===== src/rtl/fft_frame_collector.sv =====
// Byte-stream to FFT frame collector: converts received bytes to fixed-point
// samples, assembles a frame, hands it off with valid/ready, flushes on idle.
module fft_frame_collector #(
  parameter int FFT_SIZE       = 16,
  parameter int WORD_SIZE      = 16,
  parameter int DATA_LENGTH    = 8,
  parameter int FRACTION       = 8,
  parameter int TIMEOUT_CYCLES = 100000
) (
  input  logic                          i_clk,
  input  logic                          i_rst,
  input  logic [DATA_LENGTH-1:0]        i_byte,
  input  logic                          i_byte_valid,
  input  logic                          i_frame_ready,
  output logic                          o_frame_valid,
  output logic [FFT_SIZE*WORD_SIZE-1:0] o_samples,
  output logic [$clog2(FFT_SIZE):0]     o_count,
  output logic                          o_overrun,
  output logic                          o_timeout
);

  localparam int CW = $clog2(FFT_SIZE) + 1;
  localparam int AW = $clog2(FFT_SIZE);
  localparam int TW = $clog2(TIMEOUT_CYCLES + 1);

  typedef enum logic {COLLECT, FULL} state_t;

  state_t               state, state_n;
  logic [WORD_SIZE-1:0] mem   [FFT_SIZE];
  logic [WORD_SIZE-1:0] mem_n [FFT_SIZE];
  logic [CW-1:0]        count, count_n;
  logic [TW-1:0]        timer, timer_n;
  logic                 overrun, overrun_n;
  logic                 timeout, timeout_n;
  logic [WORD_SIZE-1:0] ext;
  logic [WORD_SIZE-1:0] conv;
  logic [AW-1:0]        slot;

  // Sign-extend the raw byte, then scale it into the integer part.
  assign ext  = WORD_SIZE'($signed(i_byte));
  assign conv = ext << FRACTION;
  assign slot = count[AW-1:0];

  always_comb begin
    state_n   = state;
    mem_n     = mem;
    count_n   = count;
    timer_n   = timer;
    overrun_n = 1'b0;
    timeout_n = 1'b0;
    unique case (state)
      COLLECT: begin
        if (i_byte_valid) begin
          mem_n[slot] = conv;
          timer_n     = '0;
          count_n     = count + CW'(1);
          if (count == CW'(FFT_SIZE - 1))
            state_n = FULL;
        end else if (count != '0) begin
          if (timer == TW'(TIMEOUT_CYCLES - 1)) begin
            count_n   = '0;
            timer_n   = '0;
            timeout_n = 1'b1;
          end else begin
            timer_n = timer + TW'(1);
          end
        end else begin
          timer_n = '0;
        end
      end
      FULL: begin
        if (i_frame_ready) begin
          state_n = COLLECT;
          count_n = '0;
          timer_n = '0;
          // A byte landing on the handshake starts the next frame.
          if (i_byte_valid) begin
            mem_n[0] = conv;
            count_n  = CW'(1);
          end
        end else if (i_byte_valid) begin
          overrun_n = 1'b1;
        end
      end
      default: state_n = COLLECT;
    endcase
  end

  always_ff @(posedge i_clk or posedge i_rst) begin
    if (i_rst) begin
      state   <= COLLECT;
      count   <= '0;
      timer   <= '0;
      overrun <= 1'b0;
      timeout <= 1'b0;
      for (int k = 0; k < FFT_SIZE; k++)
        mem[k] <= '0;
    end else begin
      state   <= state_n;
      count   <= count_n;
      timer   <= timer_n;
      overrun <= overrun_n;
      timeout <= timeout_n;
      mem     <= mem_n;
    end
  end

  for (genvar k = 0; k < FFT_SIZE; k++) begin : g_pack
    assign o_samples[k*WORD_SIZE +: WORD_SIZE] = mem[k];
  end

  assign o_frame_valid = (state == FULL);
  assign o_count       = count;
  assign o_overrun     = overrun;
  assign o_timeout     = timeout;

endmodule


===== config.mk =====
export PLATFORM = sky130hd
export DESIGN_NAME = fft_frame_collector
export DESIGN_NICKNAME = d
export VERILOG_FILES = /design/src/rtl/fft_frame_collector.sv
export SDC_FILE = /design/constraint.sdc
export NUM_CORES = 1
export LEC_CHECK = 0
export ABC_AREA = 1
export BUFFER_PORTS_ARGS = -buffer_cell sky130_fd_sc_hd__buf_2
export CORE_MARGIN = 2
export CORE_UTILIZATION = 49
export CTS_BUF_LIST = sky130_fd_sc_hd__clkbuf_8 sky130_fd_sc_hd__clkbuf_16
export DETAILED_ROUTE_END_ITERATION = 7
export GPL_TIMING_DRIVEN = 0
export PLACE_DENSITY = 0.8
export REMOVE_ABC_BUFFERS = 1
export SLEW_MARGIN = 20
export SYNTH_ARGS = -nofsm -noshare
export SYNTH_HDL_FRONTEND = slang
export SYNTH_SLANG_ARGS = --single-unit

===== constraint.sdc =====
create_clock -name i_clk -period 7.4 [get_ports i_clk]
set_input_delay 1.48 -clock i_clk [delete_from_list [all_inputs] [get_ports i_clk]]
set_output_delay 1.48 -clock i_clk [all_outputs]
set_load 0.02 [all_outputs]

== Word-level counts from Yosys, hierarchy flattened ==
Cells that the tools add are included.

* Register bits after elaboration: 281
* Output and inout bits: 264
* Input port bits: 12
* Logic and storage cells: 68

* Reductions and logical operators: 5
* Mux-type cells: 29
* $lt $le $gt $ge: 2
* Bitwise logic cells: 2
* Add/sub/neg operators: 2
* Equal/unequal tests: 7

{| class="wikitable"
|+ Operator list
! cell !! count
|-
| $bwmux 256 || 1
|-
| $mux 256 || 1
|-
| $mux 17 || 4
|-
| $demux 16 s4 || 1
|-
| $mux 16 || 3
|-
| $pmux 17 s2 || 1
|-
| $pmux 16 s2 || 1
|-
| $mux 5 || 4
|-
| $add 17x1->17 const B || 1
|-
| $eq 17x17->1 const B || 1
|-
| $mux 1 || 11
|-
| $pmux 5 s2 || 1
|-
| $ne 2x2->1 const B || 3
|-
| $ne 3x3->1 const B || 2
|-
| $reduce_and 3->1 || 2
|-
| $add 5x1->5 const B || 1
|-
| $eq 5x4->1 const B || 1
|-
| $ge 5x5->1 const B || 1
|-
| $lt 5x1->1 const B || 1
|-
| $not 4->5 || 1
|-
| $reduce_bool 5->1 || 1
|-
| $pmux 1 s2 || 1
|-
| $reduce_and 2->1 || 1
|-
| $logic_and 1x1->1 || 1
|-
| $not 1->1 || 1
|}

== Depth between registers and ports, before layout ==
Gate-level depths: netlist of the first run.

* Depth in word-level cells: 8
* Mapped depth: 10

== Least setup slack after synthesis of the first run ==
Ideal clock, no wire load.

* Path type: input-to-reg
* Start: input port i_byte_valid
* End: register mem (netlist bit o_samples[248])
* Setup slack: 4962 ps
* Stages: 8
* Arrival: 2360 ps
* Library setup time: 77 ps
* Cell sequence: inv_1 > nor2_1 > buf_4 > nand2_4 > nor2_4 > buf_4 > nor2_1 > a21oi_1

* Longest elaborated chain between the ends: 1

{| class="wikitable"
|+ Ends and longest elaborated chain
! what !! RTL line !! text
|-
| start, declared || 13 || <nowiki>input logic i_byte_valid,</nowiki>
|-
| $reduce_and 2->1 (no source line) || n/a ||
|-
| end signal, assigned || 104 || <nowiki>mem <= mem_n;</nowiki>
|-
| end, declared || 29 || <nowiki>logic [WORD_SIZE-1:0] mem [FFT_SIZE];</nowiki>
|}

Every way passes these cells.
A chain may end at the register's enable or synchronous reset.

== Worst setup path in the final report of the first run ==
* Start: input port i_byte_valid
* End: register mem (netlist bit o_samples[31])

The elaborated chain is that of the path after synthesis.

==> results.toml, run 1 <==
[clock_network]
cts_tree = "built"
postCtsSetupBuffers = 0
root_buffer = "clkbuf_16"
cts_buffers = 17
htreeDepth = 4
clkSinkCount = 153
clock_latency_ns = 0.42
clk_pin_slew_ns = 0.06
cts_hold_buffers = 0
cts_resized = 0
cts_buffer_depth = 2

[die]
start_util = 0.496
dieHeight_um = 125
num_rows = 44
pin_count = 276
coreArea_um2 = 14400
die_area_um2 = 15500
die_w_um = 125

[yosys]
avgSynthCellArea_um2 = 9.21
synth-simple-area-share = 0.168
synth.top_cell.area_share = 0.537
postSynthCellCount = 774
muxShareOfSynthArea = 0
yosysWarnings = 0
synth-seq-area-share = 0.537
synthAdderAreaFrac = 0.0105
synth_xor_area_frac = 0.00860
ys_types = 22
synth_top_family_by_area = "buffers and inverters"
syn_area_um2 = 7130
yosys_register_bits = 153
synth_compound_area_frac = 0.102
yosysTopAreaCell = "dfrtp_1"
synthTopCellsByArea = "dfrtp_1 54%, buf_4 15%, a21oi_1 6.8%"

[placed_design]
dpl.cell_count = 1078
place_hpwl_mm = 10.7
placed_area_um2 = 7500
place.gp.congestion = 0.828
port_buffers = 147

[layout]
multi_input_area_um2 = 2540
n_antenna_cell = 0
final_common_cell = "dfrtp_1"
layout-drive-gt1-share = 0.212
layout_common_cells = "153 x dfrtp_1, 147 x buf_2, 128 x nor2_1, 128 x conb_1, 106 x nand2_1"
fin_cells = 1110
fin_area_um2 = 8070
seqCellArea_um2 = 3830
area_growth_pct = 13.1
fillCellCount = 1316
nNetsFinal = 931

[critical_path]
arrival_ns = 3.53
crit_fanout = 16
critPathLaunchType = "input port"
required_ns = 7.70
slowest_delay_ns = 0.77
critPathCaptureType = "register"
cpMaxStageDelayCell = "nor2_1"
crit_type = "in -> reg"
path_cells = "buf_2 > inv_1 > nor2_1 > nand3_1 > o21ai_0"
crit_buf_inv = 2
cp_top_family = "simple AND/OR/NAND/NOR gates"

[outcome]
status = "completed"

[power]
cellPowerDensity_nw_per_um2 = 457
peakVddDrop_uv = 231
finalPower_mw = 3.68
p_leak_nw = 4.19

[global_routing]
grt_overflow_total = 0
grt_start_max_net_pins = 88
antenna_found_initial = 0
grt_usage = 0.201
grt_pass1_vias = 4576
grt_pass1_wl_mm = 24.5

[drt]
drc = 0
wl_mm = 15.5
detail_route.vias_per_cell = 4.70
firstDrtPassIters = 5
ant_nets = 0
vias = 5216
drt_iter0_drc = 406
wire_per_inst_um = 14.0

[timing]
finalHoldViolCount = 0
tns_ns = 0
final.setup_skew_ns = 0.00586
rsz0062_at_grt = "false"
slew_violations = 0
slew_headroom = 0.318
setup_violations = 0
min_period_ns = 3.23
tightest_slew_ns = 1.02
post-route-period-util = 0.436
clock.fmax_ghz = 0.310

[worst_hold_path]
min_path_type = "reg -> reg"

[run]
drv_cap = 0
cell type report:
type	count	share of cell area
Clock buffer	18	0.0544
Clock inverter	14	0.0166
Inverter	33	0.0163
Multi-Input combinational cell	560	0.315
Sequential cell	153	0.474
Tap cell	184	0.0285
Timing Repair Buffer	148	0.0946
per-stage QoR:
step | setup slack (ns) | utilization | hold slack [ns]
after floorplan | 1.80 | - | 0.475
after global placement | 0.116 | 0.519 | 0.461
after detailed placement | 3.77 | 0.522 | 0.469
after CTS | 4.18 | 0.562 | 0.484
after global routing | 3.96 | 0.562 | 0.505
final | 4.17 | 0.562 | 0.481
logic make-up (layout without fill, tap and decap cells):
kind of cell | after synthesis | after routing
AND/OR/NAND/NOR | 276 | 276
flip-flops | 153 | 153
AO/OA/AOI/OAI | 143 | 143
adder cells (fa/ha/maj) | 6 | 6
XOR/XNOR | 7 | 7
other | 1 | 128
buffers and inverters | 188 | 213
path summary, 6_finish.rpt:
path,startpoint,endpoint,slack [ns],cells after the start
min in group asynchronous,i_rst,o_samples[27]$_DFFE_PP0P_,1.09,2
min,o_samples[13]$_DFFE_PP0P_,o_samples[13]$_DFFE_PP0P_,0.48,2
max in group asynchronous,i_rst,o_samples[187]$_DFFE_PP0P_,5.53,3
max,i_byte_valid,o_samples[31]$_DFFE_PP0P_,4.17,5
min reg2reg,o_samples[13]$_DFFE_PP0P_,o_samples[13]$_DFFE_PP0P_,0.48,2
max reg2reg,o_frame_valid$_DFF_PP0_,o_samples[31]$_DFFE_PP0P_,4.96,3
sequential cells by signal, summed over array words and instances (netlist names):
| register | cells |
|---|---|
| o_overrun | 1 |
| o_samples | 128 |
| o_timeout | 1 |
| o_count | 5 |
| timer | 17 |
| o_frame_valid | 1 |
synth_stat cells:
library cell / instances
o21ai_0: 40
o22ai_1: 2
buf_4: 140
ha_1: 6
nand4_1: 3
nand3_1: 21
buf_2: 5
inv_1: 32
xnor2_1: 1
a21oi_1: 97
clkinv_1: 1
or2_2: 1
nand2_4: 4
conb_1: 1
nand2_1: 106
nor2_4: 12
xor2_1: 6
clkbuf_1: 10
o21bai_1: 4
dfrtp_1: 153
nor2_1: 128
or2_4: 1
tightest hold or removal path, stage by stage, from the launching register on:
cell	delay [ns]
dfrtp_1	0.34
nand2_1	0.05
o21ai_0	0.06
per-layer routing:
| layer | up-vias | GRT usage | part of all wire |
|---|---|---|---|
| met4 | 0 | 0.0826 | 0.018 |
| li1 | 2494 | - | - |
| met5 | - | 0 | 0 |
| met2 | 227 | 0.316 | 0.49 |
| met3 | 20 | 0.0588 | 0.078 |
| met1 | 2475 | 0.263 | 0.41 |
power by group:
| group | internal, mW | switching, mW | total [mW] |
|---|---|---|---|
| clock | 0.501 | 0.335 | 0.836 |
| sequential | 1.20 | 0.205 | 1.40 |
| combinational | 0.452 | 0.997 | 1.45 |
Note: power is estimated with default switching activity, not from simulation.
==> run 2, diff against run 1 <==
CORE_UTILIZATION = 44   (was 49)
PLACE_DENSITY = 0.76   (was 0.8)
clock period = 2.9 ns   (was 7.4 ns; I/O delays follow)
==> run 2 against run 1 <==
Compared with the run above: worst setup slack got worse by 3.7 ns; largest cell class unchanged; clock skew fell by 0.00069 ns; utilization fell by 5.1 points; clock power rose to 2.5 times the previous value; global-route usage fell by 0.89 points.
==> results.toml, run 2 (synthesis gave the netlist of run 1 again) <==
[outcome]
status = "completed"

[drt]
vias = 5207
firstDrtPassIters = 4
drt_iter0_drc = 265
ant_nets = 0
wl_mm = 16.2
wire_per_inst_um = 14.2
drc = 0
detail_route.vias_per_cell = 4.56

[layout]
layout_common_cells = "153 x dfrtp_1, 147 x buf_2, 128 x nor2_1, 128 x conb_1, 106 x nand2_1"
nNetsFinal = 931
largest_register_ffs = 128
area_growth_pct = 13.6
fillCellCount = 1498
final_util = 0.510
layout-drive-gt1-share = 0.212
fin_cells = 1142
final_common_cell = "dfrtp_1"
n_antenna_cell = 0

[critical_path]
rr_startpoint = "o_frame_valid$_DFF_PP0_"
crit_fanout = 15
r2r_cells = 6
r2r-end = "o_count[0]$_DFFE_PP0P_"
required_ns = 3.25
arrival_ns = 2.78
crit_type = "reg -> reg"
critPathLaunchType = "register"
critPathCaptureType = "register"
rrSetupSlack_ns = 0.47

[global_routing]
grt_overflow_total = 0
grt_pass1_wl_mm = 26.0
grt_start_max_net_pins = 90
antenna_found_initial = 0
grt_pass1_vias = 4798
grt_usage = 0.192

[clock_network]
cts_tree = "built"
clock_latency_ns = 0.41
cts_buffers = 17
htreeDepth = 4
root_buffer = "clkbuf_16"
cts_hold_buffers = 0
cts_resized = 0
clkSinkCount = 153
clk_pin_slew_ns = 0.06
cts_buffer_depth = 2
postCtsSetupBuffers = 0

[die]
dieHeight_um = 131
pin_count = 276
coreArea_um2 = 15900
die_w_um = 131
die_area_um2 = 17200
num_rows = 46
start_util = 0.449

[worst_hold_path]
min_path_type = "in -> async"

[timing]
setup_violations = 0
rsz0062_at_grt = "false"
clock.fmax_ghz = 0.412
finalHoldViolCount = 0
layout_setup_ws_ns = 0.475
final.setup_skew_ns = 0.00518
post-route-period-util = 0.836
min_period_ns = 2.43
tightest_slew_ns = 1.07
slew_headroom = 0.282
slew_violations = 0

[placed_design]
dp_slack_ns = 0.232
place_hpwl_mm = 11.1
dpl.cell_count = 1110
port_buffers = 147
place.gp.congestion = 0.833

[power]
peakVddDrop_uv = 546
p_leak_nw = 4.18
cellPowerDensity_nw_per_um2 = 1160

[run]
drv_cap = 0
## run 2: cell count changes in the layout (fill, tap and decap cells not counted)
cell        before  now
bufinv_16        2    1
clkbuf_8         1    3
clkinv_2         3    1
clkinv_4         1    0
clkinvlp_4       4    5
inv_6            1    2
## run 2: layout make-up
type,instances,area (um2),share of cell area
timing repair buffer,148,763,0.0942
tap,216,270,0.0333
sequential,153,3830,0.472
clock buffer,20,467,0.0576
inverter,33,131,0.0162
clock inverter,12,101,0.0125
multi-input combinational,560,2540,0.314
## run 2: through the flow
step,hold WS (ns),setup TNS [ns],area [um2],total power [mW]
4_1_cts,0.210,0,8100,9.47
3_3_place_gp,0.460,-542.01,7500,7.20
6_report,0.196,0,8100,9.39
2_1_floorplan,0.475,-275.62,6490,5.99
3_5_place_dp,0.468,0,7540,7.32
5_1_grt,0.227,0,8100,9.99
## run 2: worst max-delay path by stage
stage	to	cells after the start	start	slack, ns
after detailed placement	o_samples[44]$_DFFE_PP0P_	6	i_byte_valid	0.23
after floorplan	o_count[0]$_DFFE_PP0P_	1	i_rst	-1.80
after global placement	o_samples[123]$_DFFE_PP0P_	2	i_rst	-3.56
after CTS	o_count[1]$_DFFE_PP0P_	6	o_frame_valid$_DFF_PP0_	0.49
after global routing	o_count[3]$_DFFE_PP0P_	6	o_frame_valid$_DFF_PP0_	0.19
final	o_count[0]$_DFFE_PP0P_	6	o_frame_valid$_DFF_PP0_	0.47
## run 2: where the power goes
part	leakage, nW	switching (mW)	internal (mW)	total (mW)
Combinational	2.02	2.56	1.15	3.71
Clock	0.275	0.875	1.24	2.12
Sequential	1.89	0.507	3.05	3.56
Total	4.18	3.94	5.45	9.39
## run 2: worst max-delay path, stage by stage (launching register included)
cell	delay [ns]
dfrtp_1	0.42
inv_1	0.10
nor2_1	0.81
clkinv_1	0.53
nand3_1	0.35
nand2_1	0.09
nand2_1	0.07
## run 2: layer usage
layer	global-route usage	up-vias	share of wire
met5	0	-	0
met2	0.313	189	0.48
met1	0.242	2489	0.43
li1	-	2501	-
met4	0.0864	0	0.031
met3	0.0509	28	0.062
==> run 3, diff against run 2 <==
ABC_AREA = 0   (was 1)
CORE_UTILIZATION = 50   (was 44)
PLACE_DENSITY = 0.81   (was 0.76)
clock period = 2.4 ns   (was 2.9 ns; I/O delays follow)
==> run 3 against run 2 <==
Compared with the run above: worst setup slack lost 0.39 ns; clock power grew 28%; sequential cell count is the same; fmax grew 4.6%; critical path depth shrank 2; sequential power grew 21%; clock-buffer cell count shrank 3; synthesized cell count shrank 23%; routed wire length grew 1.7%; critical path type unchanged; highest routed layer unchanged.
==> results.toml, run 3 <==
[outcome]
status = "completed"

[power]
seqPwrFrac = 0.376
pwr-share-clk = 0.238
p_comb_frac = 0.385
p_leak_nw = 4.21
switching_share = 0.388
p_int_mw = 6.99
power.switching_mw = 4.42
peakVddDrop_uv = 871
cellPowerDensity_nw_per_um2 = 1350

[critical_path]
r2r-end = "timer[3]$_DFFE_PP0P_"
r2r_cells = 4
critPathLaunchType = "register"
required_ns = 2.68
rrSetupSlack_ns = 0.08
rr_startpoint = "timer[12]$_DFFE_PP0P_"
crit_type = "reg -> reg"
critPathCaptureType = "register"
arrival_ns = 2.60
crit_fanout = 11

[global_routing]
busiest_layer = "met2"
met3_usage = 0.0839
grt_overflow_total = 0
grt_pass1_vias = 4654
grt_start_max_net_pins = 104
grt_usage = 0.209
use_met1 = 0.272
use_met2 = 0.326
grt_pass1_wl_mm = 25.6
antenna_found_initial = 0

[layout]
seqCellArea_um2 = 3830
final_util = 0.584
largest_register_ffs = 128
final_common_cell = "dfrtp_1"
n_antenna_cell = 0
fin_cells = 940
multi_input_area_um2 = 2910
fin_area_um2 = 8420
layout-drive-gt1-share = 0.439
layout_common_cells = "153 x dfrtp_1, 147 x buf_2, 128 x mux2_2, 128 x conb_1, 21 x nand2_1"
area_growth_pct = 15.1
fillCellCount = 1202
nNetsFinal = 762

[yosys]
synth-seq-area-share = 0.523
synthTopCellsByCount = "153 x dfrtp_1, 128 x buf_4, 128 x mux2_2"
synthFlopType = "dfrtp_1"
yosysMostFrequentCell = "dfrtp_1"
synth.top_cell.area_share = 0.523
postSynthCellCount = 595
avgSynthCellArea_um2 = 12.3
yosys_register_bits = 153
yosysWarnings = 0
synth_edf_count = 0
yosysTopAreaCell = "dfrtp_1"
ys_types = 50
syn_area_um2 = 7320
synthTopCellsByArea = "dfrtp_1 52%, mux2_2 20%, buf_4 13%"
synth-async-reset-ratio = 1.00

[die]
num_rows = 44
start_util = 0.507
die_w_um = 125
coreArea_um2 = 14400
die_area_um2 = 15600
pin_count = 276
dieHeight_um = 125

[clock_network]
clock_latency_ns = 0.42
clk_pin_slew_ns = 0.06
cts_buffer_depth = 2
cts_hold_buffers = 0
cts_tree = "built"
root_buffer = "clkbuf_16"
clkSinkCount = 153
htreeDepth = 4
cts_buffers = 17

[drt]
wl_mm = 16.5
firstDrtPassIters = 5
ant_nets = 0
detail_route.vias_per_cell = 5.16
vias = 4846
wire_per_inst_um = 17.6
drc = 0
drt_iter0_drc = 306

[timing]
layout_setup_ws_ns = 0.0807
slew_violations = 0
clock.fmax_ghz = 0.431
slew_headroom = 0.519
post-route-period-util = 0.966
tightest_slew_ns = 0.712
setup_violations = 0
final.setup_skew_ns = 0.00994
finalHoldViolCount = 0
min_period_ns = 2.32

[placed_design]
place_hpwl_mm = 11.1
placed_area_um2 = 7760
dpl.cell_count = 905
dp_slack_ns = -0.418
port_buffers = 147
place.gp.congestion = 0.842

[worst_hold_path]
min_path_type = "in -> async"

[run]
drv_cap = 0
==> run 3: cell count changes after synthesis, sizes merged, moves of 5 or more <==
| cell | delta |
|---|---|
| a21oi | -90 |
| a31oi | +13 |
| buf | -13 |
| clkbuf | +8 |
| inv | -21 |
| mux2 | +128 |
| nand2 | -89 |
| nand2b | +5 |
| nand3 | -6 |
| nor2 | -119 |
| nor4 | +5 |
| o211ai | +5 |
| o21ai | -35 |
| xor2 | -6 |
==> run 3: logic make-up after synthesis <==
family | share of synthesized area
buf+inv | 0.149
flops | 0.523
mux | 0.197
simple gates | 0.0716
compound gates | 0.0486
fa+ha+maj | 0.0103
other cells | 0.000512
==> run 3: area by class of cell <==
| class | instances | area share |
|---|---|---|
| Inverter | 11 | 0.00579 |
| Sequential cell | 153 | 0.454 |
| Tap cell | 184 | 0.0273 |
| Timing Repair Buffer | 152 | 0.0961 |
| Multi-Input combinational cell | 409 | 0.345 |
| Clock buffer | 17 | 0.0505 |
| Clock inverter | 14 | 0.0206 |
==> run 3: critical path, cell delays in order (launching register included) <==
cell     delay [ns]
dfrtp_1        0.46
nor4b_1        0.68
nand4_1        0.62
a31oi_1        0.36
a31oi_1        0.06
==> run 3: worst max-delay path by stage <==
stage | startpoint | endpoint | slack, ns | cells past startpoint
after floorplan | i_rst | o_count[0]$_DFFE_PP0P_ | -2.20 | 1
after global placement | i_rst | o_samples[221]$_DFFE_PP0P_ | -3.87 | 2
after detailed placement | i_byte_valid | o_samples[73]$_DFFE_PP0P_ | -0.42 | 5
after CTS | o_frame_valid$_DFF_PP0_ | o_samples[206]$_DFFE_PP0P_ | 0.1 | 4
after global routing | o_frame_valid$_DFF_PP0_ | o_samples[189]$_DFFE_PP0P_ | -0.003 | 4
final | timer[12]$_DFFE_PP0P_ | timer[3]$_DFFE_PP0P_ | 0.08 | 4
==> run 3: metrics by stage <==
step	TNS (ns)	power (mW)	hold slack, ns
6_report	0	11.4	0.0566
5_1_grt	-0.00346	12.0	0.0739
4_1_cts	0	11.5	0.0518
3_5_place_dp	-27.65	8.70	0.488
3_3_place_gp	-621.16	8.52	0.483
2_1_floorplan	-338.45	7.11	0.462
==> run 3: timing repair <==
action	4_1_cts	5_1_grt
gates cloned	1	0
pin swaps	1	1
setup endpoints to repair	93	20
buffers inserted	0	3
gates resized for setup	2	5
==> run 3: layer usage <==
layer	part of all wire	vias to the layer above	wire length, um
li1	-	2130	-
met1	0.42	2433	6950
met2	0.46	261	7590
met3	0.10	22	1710
met4	0.016	0	257
met5	0	-	0
==> run 3: power groups by stage <==
| stage | registers (mW) | clock network, mW | logic (mW) |
|---|---|---|---|
| after detailed placement | 4.30 | 0 | 4.40 |
| final | 4.29 | 2.72 | 4.40 |
| after CTS | 4.29 | 2.75 | 4.42 |
| after floorplan | 5.54 | 0 | 1.57 |
| after global routing | 4.43 | 2.85 | 4.67 |
| after global placement | 4.24 | 0 | 4.28 |
